`config.mk`:
```
export PLATFORM = sky130hd
export DESIGN_NAME = i2c_target_regs
export DESIGN_NICKNAME = d
export VERILOG_FILES = /design/src/rtl/i2c_pkg.sv /design/src/rtl/i2c_bus_cond.sv /design/src/rtl/i2c_target_regs.sv
export SDC_FILE = /design/constraint.sdc
export NUM_CORES = 1
export LEC_CHECK = 0
export CAP_MARGIN = 20
export CELL_PAD_IN_SITES_DETAIL_PLACEMENT = 0
export CELL_PAD_IN_SITES_GLOBAL_PLACEMENT = 1
export CORE_UTILIZATION = 46
export DETAILED_ROUTE_END_ITERATION = 10
export PLACE_DENSITY = 0.84
export SETUP_SLACK_MARGIN = 0.5
export SLEW_MARGIN = 20
export SYNTH_ARGS = -nofsm -noshare
export SYNTH_HDL_FRONTEND = slang
export SYNTH_HIERARCHICAL = 1
export SYNTH_SLANG_ARGS = --single-unit
export TNS_END_PERCENT = 5
```
`constraint.sdc`:
```
create_clock -name clk -period 3.6 [get_ports clk]
set_input_delay 0.72 -clock clk [delete_from_list [all_inputs] [get_ports clk]]
set_output_delay 0.72 -clock clk [all_outputs]
set_load 0.1 [all_outputs]
```
`src/rtl/i2c_pkg.sv`:
```
// Shared I2C definitions: target FSM state encoding, field widths and
// well-known bus constants used by the target and bus-monitor logic.
package i2c_pkg;

    localparam int unsigned BYTE_W    = 8;
    localparam int unsigned BIT_CNT_W = 3;
    localparam int unsigned ADDR_W    = 7;

    localparam logic [BIT_CNT_W-1:0] LAST_BIT     = '1;
    localparam logic                 I2C_RW_READ  = 1'b1;
    localparam logic [ADDR_W-1:0]    ADT7420_ADDR = 7'h48;

    typedef enum logic [3:0] {
        IDLE,
        ADDR,
        ADDR_ACK,
        PTR,
        PTR_ACK,
        WDATA,
        WDATA_ACK,
        RDATA,
        MACK
    } i2c_state_e;

endpackage

```
`src/rtl/i2c_bus_cond.sv`:
```
// I2C bus condition decoder: synchronizes raw SCL/SDA and reports SCL edges,
// START and STOP as registered one-clk pulses, plus the synchronized SDA level.
// Ports:
//   clk, rst_n      system clock, async active-low reset
//   scl_i, sda_i    raw pad inputs (asynchronous)
//   scl_rise_o      SCL rising edge pulse
//   scl_fall_o      SCL falling edge pulse
//   start_o         SDA fell while SCL high
//   stop_o          SDA rose while SCL high
//   sda_o           synchronized SDA level, aligned with the pulses
module i2c_bus_cond (
    input  logic clk,
    input  logic rst_n,
    input  logic scl_i,
    input  logic sda_i,
    output logic scl_rise_o,
    output logic scl_fall_o,
    output logic start_o,
    output logic stop_o,
    output logic sda_o
);

    // [0],[1]: 2-FF synchronizer, [2]: history stage
    logic [2:0] scl_q;
    logic [2:0] sda_q;

    logic rise_d, fall_d, start_d, stop_d;
    logic rise_q, fall_q, start_q, stop_q, sda_lvl_q;

    // Decode from synchronized samples; registered so pads-to-pulse is 3 clk
    always_comb begin
        rise_d  = scl_q[1] & ~scl_q[2];
        fall_d  = ~scl_q[1] & scl_q[2];
        start_d = scl_q[1] & scl_q[2] & ~sda_q[1] & sda_q[2];
        stop_d  = scl_q[1] & scl_q[2] & sda_q[1] & ~sda_q[2];
    end

    // Synchronizers preset to an idle (high) bus
    always_ff @(posedge clk or negedge rst_n) begin
        if (!rst_n) begin
            scl_q     <= '1;
            sda_q     <= '1;
            rise_q    <= 1'b0;
            fall_q    <= 1'b0;
            start_q   <= 1'b0;
            stop_q    <= 1'b0;
            sda_lvl_q <= 1'b1;
        end else begin
            scl_q     <= {scl_q[1:0], scl_i};
            sda_q     <= {sda_q[1:0], sda_i};
            rise_q    <= rise_d;
            fall_q    <= fall_d;
            start_q   <= start_d;
            stop_q    <= stop_d;
            sda_lvl_q <= sda_q[1];
        end
    end

    assign scl_rise_o = rise_q;
    assign scl_fall_o = fall_q;
    assign start_o    = start_q;
    assign stop_o     = stop_q;
    assign sda_o      = sda_lvl_q;

endmodule

```
`src/rtl/i2c_target_regs.sv`:
```
// I2C target emulating a register-mapped sensor (ADT7420-style): decodes
// address, register pointer and data bytes, drives SDA open-drain, and exposes
// a byte-wide register port with an auto-incrementing pointer.
// Ports:
//   clk, rst_n         system clock (>= 20x SCL), async active-low reset
//   scl_in, sda_in     raw pad inputs
//   sda_oe             1 = pull SDA low
//   reg_ptr            current register pointer
//   rd_data            register contents at reg_ptr (sampled on byte load)
//   wr_strobe/wr_data  one-clk write of wr_data to register reg_ptr
//   busy               addressed transaction in progress
module i2c_target_regs
    import i2c_pkg::*;
#(
    parameter logic [ADDR_W-1:0] TARGET_ADDR = ADT7420_ADDR,
    parameter logic [BYTE_W-1:0] PTR_RESET   = 8'h00
) (
    input  logic              clk,
    input  logic              rst_n,
    input  logic              scl_in,
    input  logic              sda_in,
    output logic              sda_oe,
    output logic [BYTE_W-1:0] reg_ptr,
    input  logic [BYTE_W-1:0] rd_data,
    output logic              wr_strobe,
    output logic [BYTE_W-1:0] wr_data,
    output logic              busy
);

    logic scl_rise, scl_fall, bus_start, bus_stop, sda_lvl;

    i2c_bus_cond u_bus_cond (
        .clk        (clk),
        .rst_n      (rst_n),
        .scl_i      (scl_in),
        .sda_i      (sda_in),
        .scl_rise_o (scl_rise),
        .scl_fall_o (scl_fall),
        .start_o    (bus_start),
        .stop_o     (bus_stop),
        .sda_o      (sda_lvl)
    );

    i2c_state_e           state_q, state_d;
    logic [BYTE_W-1:0]    shreg_q, shreg_d;
    logic [BIT_CNT_W-1:0] bitcnt_q, bitcnt_d;
    logic                 rw_q, rw_d;
    // ACK states: ACK is being driven; MACK: master acknowledged
    logic                 ack_q, ack_d;
    logic [BYTE_W-1:0]    ptr_q, ptr_d;
    logic [BYTE_W-1:0]    wdata_q, wdata_d;
    logic                 strobe_q, strobe_d;
    logic                 oe_q, oe_d;
    logic                 busy_q, busy_d;

    logic [BYTE_W-1:0]    byte_in;
    logic                 last_bit;

    assign byte_in  = {shreg_q[BYTE_W-2:0], sda_lvl};
    assign last_bit = (bitcnt_q == LAST_BIT);

    // Next-state and output logic
    always_comb begin
        state_d  = state_q;
        shreg_d  = shreg_q;
        bitcnt_d = bitcnt_q;
        rw_d     = rw_q;
        ack_d    = ack_q;
        ptr_d    = ptr_q;
        wdata_d  = wdata_q;
        strobe_d = 1'b0;
        oe_d     = oe_q;
        busy_d   = busy_q;

        case (state_q)
            IDLE: ;
            ADDR, PTR, WDATA: begin
                if (scl_rise) begin
                    shreg_d  = byte_in;
                    bitcnt_d = bitcnt_q + 3'd1;
                    if (last_bit) begin
                        ack_d = 1'b0;
                        if (state_q == ADDR) begin
                            if (byte_in[BYTE_W-1:1] == TARGET_ADDR) begin
                                rw_d    = byte_in[0];
                                busy_d  = 1'b1;
                                state_d = ADDR_ACK;
                            end else begin
                                busy_d  = 1'b0;
                                state_d = IDLE;
                            end
                        end else if (state_q == PTR) begin
                            ptr_d   = byte_in;
                            state_d = PTR_ACK;
                        end else begin
                            wdata_d  = byte_in;
                            strobe_d = 1'b1;
                            state_d  = WDATA_ACK;
                        end
                    end
                end
            end
            ADDR_ACK, PTR_ACK, WDATA_ACK: begin
                // First fall drives ACK, second fall releases and moves on
                if (scl_fall) begin
                    if (!ack_q) begin
                        oe_d  = 1'b1;
                        ack_d = 1'b1;
                    end else begin
                        oe_d     = 1'b0;
                        ack_d    = 1'b0;
                        bitcnt_d = '0;
                        if (state_q == ADDR_ACK) begin
                            if (rw_q == I2C_RW_READ) begin
                                shreg_d = rd_data;
                                oe_d    = ~rd_data[BYTE_W-1];
                                state_d = RDATA;
                            end else begin
                                state_d = PTR;
                            end
                        end else if (state_q == PTR_ACK) begin
                            state_d = WDATA;
                        end else begin
                            ptr_d   = ptr_q + 8'd1;
                            state_d = WDATA;
                        end
                    end
                end
            end
            RDATA: begin
                if (scl_fall) begin
                    bitcnt_d = bitcnt_q + 3'd1;
                    if (last_bit) begin
                        oe_d    = 1'b0;
                        ack_d   = 1'b0;
                        state_d = MACK;
                    end else begin
                        shreg_d = {shreg_q[BYTE_W-2:0], 1'b0};
                        oe_d    = ~shreg_q[BYTE_W-2];
                    end
                end
            end
            MACK: begin
                if (scl_rise && !ack_q) begin
                    if (!sda_lvl) begin
                        ptr_d = ptr_q + 8'd1;
                        ack_d = 1'b1;
                    end else begin
                        busy_d  = 1'b0;
                        state_d = IDLE;
                    end
                end else if (scl_fall && ack_q) begin
                    // Pointer already advanced, so rd_data is the next register
                    shreg_d  = rd_data;
                    oe_d     = ~rd_data[BYTE_W-1];
                    bitcnt_d = '0;
                    ack_d    = 1'b0;
                    state_d  = RDATA;
                end
            end
            default: state_d = IDLE;
        endcase

        // Bus conditions override everything; STOP wins over START
        if (bus_start) begin
            oe_d     = 1'b0;
            bitcnt_d = '0;
            ack_d    = 1'b0;
            state_d  = ADDR;
        end
        if (bus_stop) begin
            oe_d    = 1'b0;
            busy_d  = 1'b0;
            ack_d   = 1'b0;
            state_d = IDLE;
        end
    end

    // State and output registers
    always_ff @(posedge clk or negedge rst_n) begin
        if (!rst_n) begin
            state_q  <= IDLE;
            shreg_q  <= '0;
            bitcnt_q <= '0;
            rw_q     <= 1'b0;
            ack_q    <= 1'b0;
            ptr_q    <= PTR_RESET;
            wdata_q  <= '0;
            strobe_q <= 1'b0;
            oe_q     <= 1'b0;
            busy_q   <= 1'b0;
        end else begin
            state_q  <= state_d;
            shreg_q  <= shreg_d;
            bitcnt_q <= bitcnt_d;
            rw_q     <= rw_d;
            ack_q    <= ack_d;
            ptr_q    <= ptr_d;
            wdata_q  <= wdata_d;
            strobe_q <= strobe_d;
            oe_q     <= oe_d;
            busy_q   <= busy_d;
        end
    end

    assign sda_oe    = oe_q;
    assign reg_ptr   = ptr_q;
    assign wr_strobe = strobe_q;
    assign wr_data   = wdata_q;
    assign busy      = busy_q;

endmodule
```
# Word level (Yosys, flattened, before mapping)
# Cells that the tools add are included.
# totals
reg_bits	46
out_inout_bits	19
word_cells	185
# classes
add_sub_neg	2
eq_ne	49
mux	81
n_bitwise	15
reduce_logical	21
# op_table
op	count
two-way mux 8 bit	10
two-way mux 7 bit	9
two-way mux 4 bit	13
two-way mux 1 bit	32
one-hot mux 7 bit (4 select lines)	1
inequality test 2 bit (second input constant)	13
two-way mux 3 bit	8
one-hot mux 8 bit (3 select lines)	1
inequality test 4 x 2 -> 1 bit (second input constant)	5
one-hot mux 4 bit (5 select lines)	1
inequality test 3 x 1 -> 1 bit (second input constant)	6
inequality test 3 x 2 -> 1 bit (second input constant)	6
== test 4 x 3 -> 1 bit (second input constant)	4
AND reduction 5 bit	3
inequality test 4 x 1 -> 1 bit (second input constant)	3
one-hot mux 3 bit (4 select lines)	1
AND reduction 6 bit	2
AND reduction 11 bit	1
inequality test 5 x 3 -> 1 bit (second input constant)	2
AND reduction 10 bit	1
nonzero test 5 bit	2
AND reduction 9 bit	1
adder 8 x 1 -> 8 bit (second input constant)	1
== test 4 x 2 -> 1 bit (second input constant)	2
21 further kinds	40

# Depth between registers and ports, before layout
# depth
depth_word	8
ltp_mapped	8
depth_no_buf	7

# Modules after synthesis
# Netlist, hierarchy kept.
# modules_own_cells
mod	instances	cells_per_inst	area_each_um2
i2c_target_regs	1	241	2199.6
i2c_bus_cond	1	14	292.8

# Least setup slack after synthesis
# No wires, ideal clock.
# synth_timing
path_kind	register to register
startpoint	register state_q[1]
endpoint	register shreg_q[1]
setup_time_ps	125
t_arrival_ps	1889
required_time_ps	3475
setup_slack_ps	1587
stages_incl_launch_ff	7
synth_period_minus_slack_ps	2013
cell_sequence	dfrtp_1 > buf_6 > or4b_4 > nor2_4 > nor2_1 > a211oi_4 > mux2_2
# synth_via
elab_chain_len	4
word_cells_on_any_way	22
# synth_lines
element	line_no	source
start: declaration	i2c_target_regs.sv:44	i2c_state_e state_q, state_d;
start signal: assignment	i2c_target_regs.sv:193	state_q <= state_d;
== test 4 x 1 -> 1 bit (tied with other cells)	i2c_target_regs.sv:75	case (state_q)
OR reduction 3 bit	i2c_target_regs.sv:75	
inequality test 2 x 1 -> 1 bit (no line) (tied with other cells)	--	
AND reduction 10 bit (no line)	--	
end signal: assignment	i2c_target_regs.sv:194	shreg_q <= shreg_d;
end: declaration	i2c_target_regs.sv:45	logic [BYTE_W-1:0] shreg_q, shreg_d;
# Several ways; a longest one is shown, not always the timed one.
# A chain may end at the register's enable or synchronous reset.

# Final worst setup path
# layout_timing
startpoint	register ptr_q[0], in the netlist reg_ptr[0]
endpoint	output reg_ptr[0]
# layout_rtl
element	line_no	source
start: declaration	i2c_target_regs.sv:50	logic [BYTE_W-1:0] ptr_q, ptr_d;
start signal: assignment	i2c_target_regs.sv:198	ptr_q <= ptr_d;
end: declaration	i2c_target_regs.sv:23	output logic [BYTE_W-1:0] reg_ptr,
# No word-level cell between the ends.

==> summary.txt <==
Outcome
  • Status: finished clean

Worst setup path
  • Max FO, Critical Path: 5
  • Setup CP Type: reg2out
  • CP max-delay cell: clkdlybuf4s50_1
  • Setup crit end kind: output port
  • Worst stage delay on the critical path: 1.17 ns
  • CP Launch Type: register
  • Crit-path cells: clkdlybuf4s50_1
  • Crit path DAT: 1.93 ns
  • Buf/Inv on CP: 1
  • Delay-heaviest family, CP: buffers and inverters
  • Req. time, crit path: 2.88 ns

Synth
  • Post-synth net total: 270
  • Post-Synthesis Cells: 255
  • Top cell type's share of synthesized area: 0.392
  • Post-synth EDFFs: 0
  • Yosys warnings: 6
  • Post-Syn Area: 2490 um^2
  • Count leader, synth: dfrtp_1
  • Synth Flop Type: dfrtp_1
  • Top cells by area, synth: dfrtp_1 39%, mux2_2 7.2%, dfstp_2 6.3%, o21ai_0 4.8%, nand2_1 4.4%
  • Top post-synthesis cells by count: 39 x dfrtp_1, 29 x nand2_1, 24 x o21ai_0
  • Count of state elements after synthesis: 45
  • Yosys cell types: 54
  • Area leader, netlist: dfrtp_1
  • Seq/Total Area, Yosys: 0.455
  • Syn Area/Cell: 9.77 um^2
  • Async SR Flop Fraction: 1.00

Final layout
  • Antenna cells: 0
  • Total Nets Final: 296
  • Area growth syn-to-layout: 18.8%
  • Design Area, Final: 2960 um^2
  • Share of layout cells above drive strength 1: 0.160

Floorplan
  • Die area: 5720 um^2
  • Site row count: 26
  • Die X: 75.6 um
  • Chip Height: 75.6 um
  • Core area: 5170 um^2
  • I/O pin count: 31
  • Starting density of the core: 0.482

CTS
  • Root Buffer: clkbuf_8
  • H-tree Lvls: 2
  • Max clock buf depth: 2
  • Clock transition at path regs: 0.09 ns
  • Worst skew pair latency: 0.30 ns
  • # clock sinks: 45
  • CTS buffer count: 5
  • CTS hold repair buffers: 0
  • # Post-CTS Setup Buffers: 0
  • Resize count post-CTS: 0
  • CTS tree: yes

Power
  • Power Dens Cells: 598 nW/um^2
  • Net Switching: 0.000712 W
  • Switching Share: 0.402
  • Power Total: 0.00177 W
  • Leakage: 1.22 nW
  • Clock Power Share: 0.253
  • Internal: 0.00106 W
  • Sequential share of power: 0.400
  • Logic pwr share: 0.346
  • Worst VDD drop: 344 uV

Timing
  • Fmax: 377 MHz
  • Setup TNS: 0 ns
  • Final min period: 2.65 ns
  • RSZ-0062 raised after global routing: no
  • Final setup fails: 0
  • Final Skew: 0.00523 ns
  • Final hold viol count: 0
  • Final Max Tran Viols: 0
  • Crit share post-route: 0.736
  • Final worst slack: 0.950 ns
  • Slew @ Worst Pin: 0.979 ns
  • Slew HR: 0.345

Route
  • 1st-iter DRT viols: 215
  • DRC violations left: 0
  • Post-route ant nets: 0
  • Via count: 2081
  • Vias/cell: 5.91
  • Drt pass-1 iters: 5
  • Drt total wl: 5.70 mm
  • WL/cell: 16.2 um

Place
  • Place WS: 1.21 ns
  • RePlAce Congestion: 0.866
  • IO Port Bufs: 30
  • Placed wire-length estimate: 4.06 mm
  • Placed Area: 2820 um^2

Global route
  • Largest net degree at the start of global routing: 46
  • Grt ovf: 0
  • Vias in the first global route: 1939
  • GRT Total Usage: 0.229
  • First-pass GRT wire length: 9.57 mm
  • Initial antenna violation count: 0

Hold path
  • Worst hold path class: reg2reg

Run
  • Maxcap violations: 0
through the flow:
step / hold WS [ns] / utilization / cells
after floorplan: 0.345 / - / 255
after global placement: 0.347 / 0.546 / 344
after detailed placement: 0.349 / 0.546 / 344
after CTS: 0.363 / 0.572 / 352
after global routing: 0.367 / 0.572 / 352
final: 0.361 / 0.572 / 352
per-layer routing:
layer  track usage  part of all wire
met5             0                 0
met4        0.0741             0.015
met3        0.0688             0.076
met2         0.339              0.46
met1         0.323              0.45
power groups by stage:
stage	Sequential (W)	Clock, W	Combinational, W
CTS	0.000709	0.000459	0.000617
floorplan	0.000972	0	0.000190
global route	0.000726	0.000483	0.000656
finish	0.000709	0.000448	0.000613
detailed placement	0.000719	0	0.000618
global placement	0.000717	0	0.000610
final timing paths:
kind | slack, ns | end | startpoint | depth (start not counted)
max in group asynchronous | 2.80 | u_bus_cond/sda_o | rst_n | 1
min reg2reg | 0.36 | u_bus_cond/sda_q[1] | u_bus_cond/sda_q[0] | 0
min in group asynchronous | 0.39 | reg_ptr[5] | rst_n | 1
max | 0.95 | reg_ptr[0] | reg_ptr[0] | 1
min | 0.36 | u_bus_cond/sda_q[1] | u_bus_cond/sda_q[0] | 0
max reg2reg | 1.18 | shreg_q[4] | state_q[0] | 5
cell usage in the layout, fill, tap and decap left out, drive strengths merged, types with 3 or more instances in the layout:
cell type,synthesis,layout
mux2,16,16
a31oi,4,4
nor2,21,21
o211ai,3,3
o31ai,4,4
dfstp,6,6
clkbuf,3,5
nand2,29,29
dfrtp,39,39
nor4,3,3
mux2i,5,5
a21oi,15,15
ha,3,3
a211oi,5,5
inv,6,6
buf,11,4
clkdlybuf4s50,0,29
o21ai,24,24
a2bb2oi,5,5
nand2b,6,6
nand3b,4,4
nand3,9,9
cells by family (layout without fill, tap and decap cells):
group / after synthesis / in the layout / share of synthesized area
AND/OR/NAND/NOR: 89 / 89 / 0.190
AO/OA/AOI/OAI: 77 / 77 / 0.209
flip-flops: 45 / 45 / 0.455
multiplexers: 21 / 21 / 0.0924
buffers and inverters: 20 / 47 / 0.0387
adder cells (fa/ha/maj): 3 / 3 / 0.0151
final cells by class:
| type | count | area [um^2] |
|---|---|---|
| Clock buffer | 5 | 68.8 |
| Clock inverter | 3 | 65.1 |
| Fill cell | 449 | 2210 |
| Inverter | 6 | 22.5 |
| Multi-Input combinational cell | 190 | 1260 |
| Sequential cell | 45 | 1130 |
| Tap cell | 70 | 87.6 |
| Timing Repair Buffer | 33 | 320 |
registers in the layout (all words and copies together) (netlist names):
name	count
u_bus_cond/sda_o	1
rw_q	1
u_bus_cond/stop_o	1
bitcnt_q	3
u_bus_cond/scl_rise_o	1
ack_q	1
u_bus_cond/sda_q	2
reg_ptr	8
u_bus_cond/scl_fall_o	1
wr_data	8
u_bus_cond/scl_q	3
sda_oe	1
u_bus_cond/start_o	1
shreg_q	7
busy	1
wr_strobe	1
state_q	4
Note: power is estimated with default switching activity, not from simulation.
